**src/rtl/buzzer_tone_driver_if.sv**
```systemverilog
// Purpose: bundles the alarm request/control inputs and the tone/status
//          outputs of buzzer_tone_driver into one port.
// Ports:   ena, buzz_req[2:0], clr_count (to driver); tone_out,
//          active_zone[1:0], busy, event_count[7:0] (from driver).
interface buzzer_tone_driver_if;
  logic       ena;
  logic [2:0] buzz_req;
  logic       clr_count;
  logic       tone_out;
  logic [1:0] active_zone;
  logic       busy;
  logic [7:0] event_count;

  // master: the stage issuing requests; slave: the tone driver itself
  modport master (
    output ena, buzz_req, clr_count,
    input  tone_out, active_zone, busy, event_count
  );
  modport slave (
    input  ena, buzz_req, clr_count,
    output tone_out, active_zone, busy, event_count
  );
endinterface

```
**src/rtl/buzzer_tone_driver.sv**
```systemverilog
// Purpose: piezo square-wave driver; latches the highest-priority alarm zone,
//          toggles at that zone's half-period until the request drops, then
//          holds a fixed silent gap. Counts accepted alarms (saturating).
// Ports:   clk, rst_n (async active-low), bus (slave side of the interface).
//          All outputs registered; ena=0 freezes every register.
module buzzer_tone_driver #(
  parameter int HP1     = 4,
  parameter int HP2     = 6,
  parameter int HP3     = 10,
  parameter int GAP_LEN = 3
) (
  input  logic                 clk,
  input  logic                 rst_n,
  buzzer_tone_driver_if.slave  bus
);

  typedef enum logic [1:0] {IDLE, TONE, GAP} state_t;

  localparam logic [7:0] HP1_M1 = 8'(HP1 - 1);
  localparam logic [7:0] HP2_M1 = 8'(HP2 - 1);
  localparam logic [7:0] HP3_M1 = 8'(HP3 - 1);
  localparam logic [7:0] GAP_M1 = 8'(GAP_LEN - 1);

  state_t     state_q, state_d;
  logic [7:0] cnt_q, cnt_d;
  logic       tone_q, tone_d;
  logic [1:0] zone_q, zone_d;
  logic       busy_q, busy_d;
  logic [7:0] evt_q, evt_d;
  logic       accept;
  logic [1:0] acc_zone;
  logic       req_bit;

  function automatic logic [7:0] reload(input logic [1:0] z);
    case (z)
      2'd1:    reload = HP1_M1;
      2'd2:    reload = HP2_M1;
      default: reload = HP3_M1;
    endcase
  endfunction

  // Fixed priority: zone 1 beats zone 2 beats zone 3
  always_comb begin
    acc_zone = 2'd0;
    if (bus.buzz_req[0])      acc_zone = 2'd1;
    else if (bus.buzz_req[1]) acc_zone = 2'd2;
    else if (bus.buzz_req[2]) acc_zone = 2'd3;
  end

  // Request bit of the zone already latched; other bits are ignored in TONE
  always_comb begin
    case (zone_q)
      2'd1:    req_bit = bus.buzz_req[0];
      2'd2:    req_bit = bus.buzz_req[1];
      2'd3:    req_bit = bus.buzz_req[2];
      default: req_bit = 1'b0;
    endcase
  end

  always_comb begin
    state_d = state_q;
    cnt_d   = cnt_q;
    tone_d  = tone_q;
    zone_d  = zone_q;
    evt_d   = evt_q;
    accept  = 1'b0;
    if (bus.ena) begin
      case (state_q)
        IDLE: begin
          tone_d = 1'b0;
          zone_d = 2'd0;
          if (acc_zone != 2'd0) begin
            accept  = 1'b1;
            zone_d  = acc_zone;
            tone_d  = 1'b1;
            cnt_d   = reload(acc_zone);
            state_d = TONE;
          end
        end
        TONE: begin
          if (req_bit) begin
            if (cnt_q == 8'd0) begin
              tone_d = ~tone_q;
              cnt_d  = reload(zone_q);
            end else begin
              cnt_d = cnt_q - 8'd1;
            end
          end else begin
            // request dropped: cut the current half-period short
            tone_d  = 1'b0;
            cnt_d   = GAP_M1;
            state_d = GAP;
          end
        end
        GAP: begin
          tone_d = 1'b0;
          if (cnt_q == 8'd0) begin
            zone_d  = 2'd0;
            state_d = IDLE;
          end else begin
            cnt_d = cnt_q - 8'd1;
          end
        end
        default: begin
          tone_d  = 1'b0;
          zone_d  = 2'd0;
          cnt_d   = 8'd0;
          state_d = IDLE;
        end
      endcase
      // clear wins over a simultaneous accept
      if (bus.clr_count)                 evt_d = 8'd0;
      else if (accept && evt_q != 8'hFF) evt_d = evt_q + 8'd1;
    end
    busy_d = (state_d != IDLE);
  end

  always_ff @(posedge clk or negedge rst_n) begin
    if (!rst_n) begin
      state_q <= IDLE;
      cnt_q   <= 8'd0;
      tone_q  <= 1'b0;
      zone_q  <= 2'd0;
      busy_q  <= 1'b0;
      evt_q   <= 8'd0;
    end else begin
      state_q <= state_d;
      cnt_q   <= cnt_d;
      tone_q  <= tone_d;
      zone_q  <= zone_d;
      busy_q  <= busy_d;
      evt_q   <= evt_d;
    end
  end

  assign bus.tone_out    = tone_q;
  assign bus.active_zone = zone_q;
  assign bus.busy        = busy_q;
  assign bus.event_count = evt_q;

endmodule

```
**src/flat_wrapper.sv**
```systemverilog
// flat-port wrapper written by rule: the top's interface ports become plain ports
module buzzer_tone_driver_flat 
#(
  parameter int HP1     = 4,
  parameter int HP2     = 6,
  parameter int HP3     = 10,
  parameter int GAP_LEN = 3
)
  (clk, rst_n, bus_ena, bus_buzz_req, bus_clr_count, bus_tone_out, bus_active_zone, bus_busy, bus_event_count);
  buzzer_tone_driver_if bus_i ();
  input  logic clk;
  input  logic rst_n;
  input wire logic [$bits(bus_i.ena)-1:0] bus_ena;
  input wire logic [$bits(bus_i.buzz_req)-1:0] bus_buzz_req;
  input wire logic [$bits(bus_i.clr_count)-1:0] bus_clr_count;
  output wire logic [$bits(bus_i.tone_out)-1:0] bus_tone_out;
  output wire logic [$bits(bus_i.active_zone)-1:0] bus_active_zone;
  output wire logic [$bits(bus_i.busy)-1:0] bus_busy;
  output wire logic [$bits(bus_i.event_count)-1:0] bus_event_count;
  assign bus_i.ena = bus_ena;
  assign bus_i.buzz_req = bus_buzz_req;
  assign bus_i.clr_count = bus_clr_count;
  assign bus_tone_out = bus_i.tone_out;
  assign bus_active_zone = bus_i.active_zone;
  assign bus_busy = bus_i.busy;
  assign bus_event_count = bus_i.event_count;
  buzzer_tone_driver #(.HP1(HP1), .HP2(HP2), .HP3(HP3), .GAP_LEN(GAP_LEN)) u_core (.clk(clk), .rst_n(rst_n), .bus(bus_i));
endmodule
```
**config.mk**
```make
export PLATFORM = sky130hd
export DESIGN_NAME = buzzer_tone_driver_flat
export DESIGN_NICKNAME = d
export VERILOG_FILES = /design/src/rtl/buzzer_tone_driver_if.sv /design/src/rtl/buzzer_tone_driver.sv /design/src/flat_wrapper.sv
export SDC_FILE = /design/constraint.sdc
export NUM_CORES = 1
export LEC_CHECK = 0
export ABC_CLOCK_PERIOD_IN_PS = 2500
export BUFFER_PORTS_ARGS = -buffer_cell sky130_fd_sc_hd__clkbuf_2
export CAP_MARGIN = 10
export CORE_MARGIN = 2
export CORE_UTILIZATION = 58
export CTS_CLUSTER_DIAMETER = 50
export DETAILED_ROUTE_END_ITERATION = 12
export PLACE_DENSITY = 0.82
export RECOVER_POWER = 50
export SETUP_SLACK_MARGIN = 0.02
export SLEW_MARGIN = 20
export SYNTH_ARGS = -nofsm -noshare
export SYNTH_HDL_FRONTEND = slang
export SYNTH_SLANG_ARGS = --single-unit
```
**constraint.sdc**
```tcl
create_clock -name clk -period 2.5 [get_ports clk]
set_clock_uncertainty 0.05 [all_clocks]
set_input_delay 0.5 -clock clk [delete_from_list [all_inputs] [get_ports clk]]
set_output_delay 0.5 -clock clk [all_outputs]
set_load 0.01 [all_outputs]
```
After elaboration in Yosys (flattened, before gate mapping)
Cells that the tools add are included.
{ "classes": {"n_mux": 27, "bitwise": 2, "reduce_logical": 10, "addsub": 2, "n_eq_ne": 12} }
{ "op_table": {"columns": ["op", "n"], "rows": [
  ["8-bit 2-to-1 mux", 6],
  ["8-bit case mux with 3 select lines", 1],
  ["2-bit 2-to-1 mux", 9],
  ["4-bit case mux with 2 select lines", 2],
  ["2-bit case mux with 3 select lines", 2],
  ["8-bit by 1-bit adder with 8-bit output (second input constant)", 1],
  ["2-bit == test (second input constant)", 4],
  ["8-bit zero test", 1],
  ["8-bit inequality test (second input constant)", 1],
  ["8-bit by 1-bit subtractor with 8-bit output (second input constant)", 1],
  ["2-bit by 1-bit == test with 1-bit output (second input constant)", 3],
  ["3-bit AND reduction", 2],
  ["2-bit nonzero test", 3],
  ["1-bit 2-to-1 mux", 5],
  ["2-bit by 1-bit inequality test with 1-bit output (second input constant)", 2],
  ["2-bit AND reduction", 2],
  ["3-bit inequality test (second input constant)", 1],
  ["1-bit case mux with 3 select lines", 1],
  ["2-bit zero test", 1],
  ["2-bit inequality test (second input constant)", 1],
  ["1-bit inverter", 2],
  ["1-bit case mux with 2 select lines", 1],
  ["1-bit logical AND", 1]
]} }
{ "totals": {"register_bits": 22, "input_bits": 7, "word_cells": 59, "output_inout_bits": 12} }

Logic depth before layout (Yosys ltp)
Gate-level depths: netlist of run 1.
{ "logic_depth": {"word_depth": 10, "depth_mapped": 8, "ltp_nobuf": 8} }

Worst setup path before layout of run 1
Ideal clock, no wire load.
{ "synth_path": {"kind": "input port to flip-flop", "from": "in bus_buzz_req[2]", "to": "reg u_core.evt_q[5], in the netlist u_core.bus.event_count[5]", "required_time_ps": 2366, "setup_ps": 84, "path_buffers": 0, "arrival_ps": 2091, "path_stages": 7, "path_slack_ps": 275, "cell_sequence": "nor2_1 > or2_2 > ha_1 > nor4b_4 > o21ai_1 > or3_1 > a21boi_0"} }
{ "synth_between": {"elab_chain_cells": 10} }
{ "synth_rtl": {"columns": ["element", "line_no", "text"], "rows": [
  ["from (decl)", "flat_wrapper.sv:14", "input wire logic [$bits(bus_i.buzz_req)-1:0] bus_buzz_req;"],
  ["2-bit 2-to-1 mux", "buzzer_tone_driver.sv:47", "else if (bus.buzz_req[2]) acc_zone = 2'd3;"],
  ["2-bit 2-to-1 mux", "buzzer_tone_driver.sv:46", "else if (bus.buzz_req[1]) acc_zone = 2'd2;"],
  ["2-bit 2-to-1 mux", "buzzer_tone_driver.sv:45", "if (bus.buzz_req[0]) acc_zone = 2'd1;"],
  ["2-bit nonzero test", "buzzer_tone_driver.sv:72", "if (acc_zone != 2'd0) begin"],
  ["1-bit 2-to-1 mux", "buzzer_tone_driver.sv:72", null],
  ["1-bit 2-to-1 mux", "buzzer_tone_driver.sv:68", "case (state_q)"],
  ["1-bit 2-to-1 mux", "buzzer_tone_driver.sv:67", "if (bus.ena) begin"],
  ["1-bit logical AND", "buzzer_tone_driver.sv:113", "else if (accept && evt_q != 8'hFF) evt_d = evt_q + 8'd1;"],
  ["2-bit nonzero test (no source line)", null, null],
  ["2-bit AND reduction (no source line)", null, null],
  ["to (signal assigned)", "buzzer_tone_driver.sv:132", "evt_q <= evt_d;"],
  ["to (decl)", "buzzer_tone_driver.sv:29", "logic [7:0] evt_q, evt_d;"]
]} }
Every way passes these cells. The select of a mux whose other input is x is not followed.
A chain may end at the register's enable or synchronous reset.

Worst setup path after layout of run 1
{ "layout_path": {"from": "reg u_core.zone_q[0], in the netlist u_core.bus.active_zone[0]", "to": "reg u_core.cnt_q[3]"} }
{ "layout_between": {"elab_chain_cells": 5, "word_cells_on_any_way": 8, "classes_between": "eq/ne: 3; mux: 5"} }
{ "layout_rtl": {"columns": ["element", "line_no", "text"], "rows": [
  ["from (decl)", "buzzer_tone_driver.sv:27", "logic [1:0] zone_q, zone_d;"],
  ["from (signal assigned)", "buzzer_tone_driver.sv:130", "zone_q <= zone_d;"],
  ["2-bit == test / 2-bit by 1-bit == test with 1-bit output (equally long branches)", "buzzer_tone_driver.sv:35, buzzer_tone_driver.sv:52", null],
  ["4-bit case mux with 2 select lines", "buzzer_tone_driver.sv:35", "case (z)"],
  ["8-bit 2-to-1 mux", "buzzer_tone_driver.sv:82", "if (cnt_q == 8'd0) begin"],
  ["8-bit 2-to-1 mux *", "buzzer_tone_driver.sv:81", "if (req_bit) begin"],
  ["8-bit case mux with 3 select lines *", "buzzer_tone_driver.sv:68", null],
  ["to (signal assigned)", "buzzer_tone_driver.sv:128", "cnt_q <= cnt_d;"],
  ["to (decl)", "buzzer_tone_driver.sv:25", "logic [7:0] cnt_q, cnt_d;"]
]} }
Every way passes the cells marked *; elsewhere a longest branch is shown, timed or not.

==> flow_results.org, run 1 <==
** Clocking
- In this run, post-CTS repair resized a total of 0 instances.
- Count of buffers added by post-CTS timing repair for setup :: 0
- CTS built an H-tree with a depth of 1.
- Hold repair after CTS inserted 0 buffers.
- Buffers from clock root to sink, at most :: 2
- After clock tree synthesis, the clock-pin slew on the worst setup and hold paths is 0.13 ns.
- At the later pin of the worst-skew pair, clock insertion delay measures 0.31 ns.
- The number of clock buffers added by TritonCTS is 3.
- CTS saw 22 sinks.
- TritonCTS built the clock tree.
- The root buffer cell chosen for the clock tree is sky130_fd_sc_hd__clkbuf_4.

** GRT
- The first global-routing pass estimated 6970 µm of wire.
- The initial antenna violation count is 0.
- After global routing the overflow that remains totals 0.
- In the global route stage, overall resource usage came out at 0.272.
- Entering global routing, the biggest net connects 23 pins.
- Via count of the first global-routing pass :: 1511

** Synthesis
- Largest area contributor in the synthesized netlist :: sky130_fd_sc_hd__dfrtp_1
- In this run, synthesis inferred 0 flip-flops with an integrated enable.
- For this run, the leading register cell type out of synthesis is sky130_fd_sc_hd__dfrtp_1.
- Dominant cell by count in the synthesized netlist :: sky130_fd_sc_hd__dfrtp_1
- Of the synthesized area, sequential elements account for 0.347.
- Synthesis instantiated 56 different standard cells from the library.
- Counting every instance in the synthesized netlist gives 173.
- Area of the mapped netlist :: 1590 µm²
- Cell types occupying the most area after synthesis :: sky130_fd_sc_hd__dfrtp_1 (35%), sky130_fd_sc_hd__ha_1 (7.1%), sky130_fd_sc_hd__o21ai_0 (4.4%)
- Of the post-synthesis cell area, the dominant cell type holds 0.347.
- Syn Nets :: 189
- After synthesis, the most frequently instantiated cells are sky130_fd_sc_hd__dfrtp_1 (22), sky130_fd_sc_hd__o21ai_0 (14), sky130_fd_sc_hd__inv_1 (12), sky130_fd_sc_hd__ha_1 (9).
- Register bit total from synthesis :: 22
- Async set-or-reset flop fraction in the synthesized netlist :: 1.00
- After synthesis, the mean cell area works out to 9.16 µm².
- The Yosys step of the flow raised 0 warnings.

** Worst setup path
- Maximum net fanout on the critical path :: 6
- Startpoint class of the critical path :: flop
- Critical Path AT :: 2.37 ns
- The critical path starts at u_core.bus.active_zone[0].
- For the worst setup path, the data required time is 2.68 ns.
- Worst reg2reg startpoint :: u_core.bus.active_zone[0]
- The worst setup path is captured at a flop.
- The worst setup path is of the flop to flop kind.

** Run status
- Outcome :: finished clean

** Placement
- Final weighted congestion in routability-driven placement :: 0.906
- Half-perimeter wire length after placement :: 2870 µm
- Pre-CTS setup slack :: 0.174 ns
- Number of port buffers :: 18
- Number of placed cells counting well taps :: 222

** Finish
- In the final layout, the share of cells above drive strength 1 is 0.173.
- Number of diodes :: 0
- Area grow syn2layout :: 11.7%
- Excluding fillers, the count of instances in the completed layout stands at 226.
- Count of nets after finishing :: 213

** Detailed routing
- The detail route stage leaves a number of antenna-violating nets equal to 0.
- In the final routed layout, each cell accounts on average for 18.0 µm.
- Routed via count :: 1508
- Detailed-route wire length :: 4060 µm
- Pre-Repair DR Iteration Count :: 4
- Via count normalized by instance count :: 6.67
- In this run, the number of DRC markers left after iteration 0 of detailed routing was 105.
- Drt drc :: 0

** Floorplanning
- Die Area :: 3170 µm²
- The core region is 2540 µm².
- For this configuration, the core starts out at a cell density of 0.623.
- In this run the horizontal extent of the chip is 56.3 µm.
- Vert. Die Dim :: 56.3 µm
- Number of I/O pins :: 19
- Site row count :: 18

** STA
- The number of pins exceeding their max-slew limit in the final report was 0.
- Unrepaired setup endpoints after global routing :: false
- Subtracting the final worst setup slack from the clock period gives 2.19 ns.
- Period utilisation layout :: 0.877
- The worst pin sits at a relative slew slack of 0.180.
- Number of hold violations in the final report :: 0
- Max Fclk :: 456 MHz
- Fin worst setup slack :: 0.307 ns
- At the pin with the least slew margin, the transition time is 1.23 ns.
- After routing, the total negative slack on setup checks comes to 0 ns.
- Endpoints failing setup :: 0

** Power
- Maximum ir drop on the vdd rail :: 0.670 mV
- Leakage power :: 0.789 nW
- Cell area power density :: 1020 nW/µm²

** Min path
- Worst hold path type :: input pin to asynchronous set/reset pin

** Run
- Max-cap violations in this run came to 0.
power by group:
group	switching (W)	internal, W	total (W)
clock network	0.000114	0.0000891	0.000203
logic	0.000585	0.000428	0.00101
registers	0.000127	0.000456	0.000583
total	0.000825	0.000973	0.00180
kinds of logic (layout without fill, tap and decap cells):
| group | count (synthesis) | after routing | synth area share |
|---|---|---|---|
| muxes | 2 | 2 | 0.0126 |
| buffers and inverters | 19 | 42 | 0.0474 |
| adders and majority gates | 9 | 9 | 0.0710 |
| xor gates and xnor gates | 2 | 2 | 0.0111 |
| AOI/OAI and AO/OA | 63 | 63 | 0.279 |
| DFF | 22 | 22 | 0.347 |
| and+or+nand+nor | 56 | 56 | 0.231 |
layout make-up:
class | instances | area, µm²
Multi-Input combinational cell | 132 | 960
Fill cell | 200 | 774
Sequential cell | 22 | 551
Timing Repair Buffer | 26 | 141
Inverter | 12 | 45.0
Tap cell | 30 | 37.5
Clock buffer | 4 | 36.3
worst max-delay path, stage by stage, from the launching register on:
cell and delay [ns]:
sky130_fd_sc_hd__dfrtp_1 0.46, sky130_fd_sc_hd__inv_1 0.09, sky130_fd_sc_hd__ha_1 0.29, sky130_fd_sc_hd__or3b_2 0.51, sky130_fd_sc_hd__or4_1 0.41, sky130_fd_sc_hd__a311oi_1 0.28
final timing paths:
kind                                                  end  slack [ns]  depth (start not counted)
worst max-delay path                      u_core.cnt_q[3]        0.31                          5
worst min-delay path            u_core.bus.event_count[0]        0.36                          1
worst max register to register            u_core.cnt_q[3]        0.31                          5
worst min register to register            u_core.cnt_q[1]        0.52                          1
max in group asynchronous                 u_core.cnt_q[1]        1.32                          1
min in group clk                u_core.bus.event_count[4]        0.42                          2
metal layers:
layer / GRT usage / wire length [µm] / part of all wire / vias to the layer above
met3: 0.0323 / 202 / 0.050 / 10
li1: - / - / - / 712
met4: 0.112 / 60 / 0.015 / 0
met2: 0.461 / 2040 / 0.50 / 56
met5: 0 / 0 / 0 / -
met1: 0.351 / 1760 / 0.43 / 730
state kept, by name (all words and copies together), names as in the netlist:
register,cells
u_core.bus.tone_out,1
u_core.bus.busy,1
u_core.cnt_q,8
u_core.bus.event_count,8
u_core.bus.active_zone,2
u_core.state_q,2
cells in the final DEF (no fill, tap or decap), types with 4 or more instances in the layout:
cell,synthesis,final
sky130_fd_sc_hd__ha_1,9,9
sky130_fd_sc_hd__nand3_1,7,7
sky130_fd_sc_hd__o21a_1,4,4
sky130_fd_sc_hd__o21ai_0,14,14
sky130_fd_sc_hd__nor3_1,5,5
sky130_fd_sc_hd__dfrtp_1,22,22
sky130_fd_sc_hd__buf_4,1,8
sky130_fd_sc_hd__nor2_1,8,8
sky130_fd_sc_hd__clkbuf_1,6,7
sky130_fd_sc_hd__a21oi_1,8,8
sky130_fd_sc_hd__nand2b_1,4,4
sky130_fd_sc_hd__nand2_1,5,5
sky130_fd_sc_hd__inv_1,12,12
sky130_fd_sc_hd__o31ai_1,4,4
sky130_fd_sc_hd__clkbuf_2,0,11
through the flow:
stage	total power [W]	util	cell area (µm²)	hold slack, ns
floorplan	0.00126	-	1590	0.154
global placement	0.00155	0.685	1740	0.452
detailed placement	0.00158	0.685	1740	0.466
CTS	0.00178	0.699	1780	0.117
global route	0.00193	0.696	1770	0.425
finish	0.00180	0.696	1770	0.358
No activity file was read; power rests on OpenSTA's default activity.
==> inputs of run 2 (changes only) <==
--- a/config.mk
+++ b/config.mk
@@ -12,7 +12,7 @@
 export CORE_UTILIZATION = 58
 export CTS_CLUSTER_DIAMETER = 50
 export DETAILED_ROUTE_END_ITERATION = 12
-export PLACE_DENSITY = 0.82
+export PLACE_DENSITY = 0.8
 export RECOVER_POWER = 50
 export SETUP_SLACK_MARGIN = 0.02
 export SLEW_MARGIN = 20
==> flow_results.org, run 2 (same netlist as run 1, synthesis figures left out) <==
** Run status
- Outcome :: finished clean (unchanged)

** Worst setup path
- The kind of start point of the critical path is a flop (unchanged).
- Worst setup path category :: flop to flop (unchanged)
- Critical Path AT :: 2.33 ns (was 2.37 ns)
- Endpoint kind of the worst setup timing path :: flop (unchanged)
- Crit. Startpoint :: u_core.bus.active_zone[0] (unchanged)
- The count of cells along the worst register-to-register path is 5 (unchanged).
- The peak fanout along the critical path was 6 (unchanged).
- Critical-path cell list :: inv_1 > ha_1 > or3b_2 > or4_1 > a311oi_1 (unchanged)
- The family of cells with the greatest summed delay on the critical path is simple AND/OR/NAND/NOR gates (unchanged).
- Worst reg2reg startpoint :: u_core.bus.active_zone[0] (unchanged)
- The cell count along the critical path is 5 (unchanged).
- Critical path's largest stage delay :: 0.48 ns (was 0.51 ns)
- The data required time at the worst endpoint is 2.66 ns (was 2.68 ns).
- Slowest cell on crit path :: sky130_fd_sc_hd__or3b_2 (unchanged)
- The number of buffer and inverter instances along the worst setup path came to 1 (unchanged).

** Floorplanning
- The floorplan row count was 18 (unchanged).
- The die area came to 3170 µm² (unchanged).
- The core area is 2540 µm² (unchanged).
- Die Width :: 56.3 µm (unchanged)
- Vert. Die Dim :: 56.3 µm (unchanged)
- Initial Utilization :: 0.623 (unchanged)
- The number of primary I/O pins is 19 (unchanged).

** Finish
- The share of final-layout standard cells stronger than drive strength 1 is 0.165 (was 0.173).
- Most frequent standard cell in the layout excluding fill and tap cells :: sky130_fd_sc_hd__dfrtp_1 (unchanged)
- The layout overhead on the synthesized area is 10.3% (was 11.7%).
- Number of diodes :: 0 (unchanged)
- Highest-count cells in the layout ignoring fill and taps: sky130_fd_sc_hd__dfrtp_1 (22), sky130_fd_sc_hd__o21ai_0 (14), sky130_fd_sc_hd__inv_1 (12) (unchanged).
- Count of nets after finishing :: 212 (was 213)

** GRT
- The initial antenna violation count is 0 (unchanged).
- The pin count of the biggest net entering global routing is 23 (unchanged).
- Global-route wire length before repair :: 6130 µm (was 6970 µm)
- The global-route congestion overflow total is 0 (unchanged).
- The overall routing resource usage is 0.235 (was 0.272).
- The number of global-route vias before repair came to 1393 (was 1511).

** Detailed routing
- The overall via count from detail_route is 1511 (was 1508).
- Wirelength per Cell :: 16.4 µm (was 18.0 µm)
- Drt drc :: 0 (unchanged)
- The number of nets with antenna violations after detailed routing was 0 (unchanged).
- The detailed-router iteration count before antenna repair came to 4 (unchanged).
- Detailed-route wire length :: 3660 µm (was 4060 µm)
- Detailed Route Iter0 Violations :: 100 (was 105)
- The post-detailed-route via-to-cell ratio was 6.75 (was 6.67).

** Clocking
- Reg clk slew, reported paths :: 0.11 ns (was 0.13 ns)
- The clock buffer count from CTS is 3 (unchanged).
- The total of cells resized after clock tree synthesis came to 0 (unchanged).
- The number of H-tree levels was 1 (unchanged).
- Number of sinks handled by clock tree synthesis :: 22 (unchanged)
- The count of hold-fix buffers inserted at cts was 0 (unchanged).
- The clock tree buffer depth came to 2 (unchanged).
- TritonCTS clock tree :: built (unchanged)
- Count of buffers added by post-CTS timing repair for setup :: 0 (unchanged)
- The source-to-sink clock delay at the later pin of the worst-skew pair is 0.30 ns (was 0.31 ns).
- CTS root buf :: sky130_fd_sc_hd__clkbuf_4 (unchanged)

** Placement
- Half-perimeter wire length after placement :: 2730 µm (was 2870 µm)
- The routability congestion estimate was 0.912 (was 0.906).
- The placement-stage worst setup slack came to 0.0897 ns (was 0.174 ns).
- The count of buffers inserted at the top-level ports is 18 (unchanged).

** STA
- Fin worst setup slack :: 0.327 ns (was 0.307 ns)
- Worst relative slew slack :: 0.236 (was 0.180)
- The count of final hold-check violations is 0 (unchanged).
- The total of endpoints with negative setup slack in the final report came to 0 (unchanged).
- The maximum clock frequency is 460 MHz (was 456 MHz).
- Minimum clock period after layout :: 2.17 ns (was 2.19 ns)
- Period utilisation layout :: 0.869 (was 0.877)
- Slew at the pin with the worst max-slew slack :: 1.15 ns (was 1.23 ns)
- Max-slew violation total from the final report :: 0 (unchanged)
- Unrepaired setup endpoints after global routing :: false (unchanged)
- The total negative slack is 0 ns (unchanged).

** Min path
- Worst hold path type :: input pin to asynchronous set/reset pin (unchanged)

** Power
- Maximum ir drop on the vdd rail :: 0.753 mV (was 0.670 mV)
- Tot Pwr :: 0.00172 W (was 0.00180 W)
- Leakage power :: 0.777 nW (was 0.789 nW)
- The power per standard cell area came to 983 nW/µm² (was 1020 nW/µm²).

** Run
- Number of max-cap violations :: 0 (unchanged)
==> run 2: worst paths after layout <==
check | slack (ns) | end
max | 0.33 | u_core.cnt_q[3]
min | 0.34 | u_core.bus.event_count[7]
max reg2reg | 0.33 | u_core.cnt_q[3]
min reg2reg | 0.51 | u_core.bus.event_count[0]
max in group asynchronous | 1.39 | u_core.cnt_q[3]
min in group clk | 0.42 | u_core.bus.event_count[3]
==> run 2: through the flow <==
step	instances	hold WS (ns)	util	instance area, µm²
finish	224	0.337	0.687	1750
global route	224	0.439	0.687	1750
CTS	224	0.114	0.691	1760
detailed placement	221	0.461	0.682	1740
global placement	221	0.448	0.682	1740
floorplan	173	0.154	-	1590
==> run 2: layout make-up <==
type	count	area [µm²]
sequential	22	551
clock buffer	3	22.5
tap	30	37.5
timing repair buffer	25	134
multi-input combinational	132	960
inverter	12	45.0
fill	212	796
==> run 2: per-layer routing <==
metal	wire length, µm	global-route usage	vias to the layer above
li1	-	-	708
met3	158	0.0300	6
met4	37	0.0714	0
met1	1680	0.327	754
met2	1790	0.382	43
met5	0	0	-
==> run 2: worst reg2reg max path: cells and delay by family, from the launching register on <==
family	cells	cell delay (ns)
buf+inv	1	0.09
simple gates	2	0.90
compound gates	1	0.30
fa+ha+maj	1	0.27
flops	1	0.47
==> run 2: report_power, final <==
part / internal, W / switching, W
logic: 0.000422 / 0.000523
registers: 0.000456 / 0.000159
clock network: 0.0000563 / 0.000103
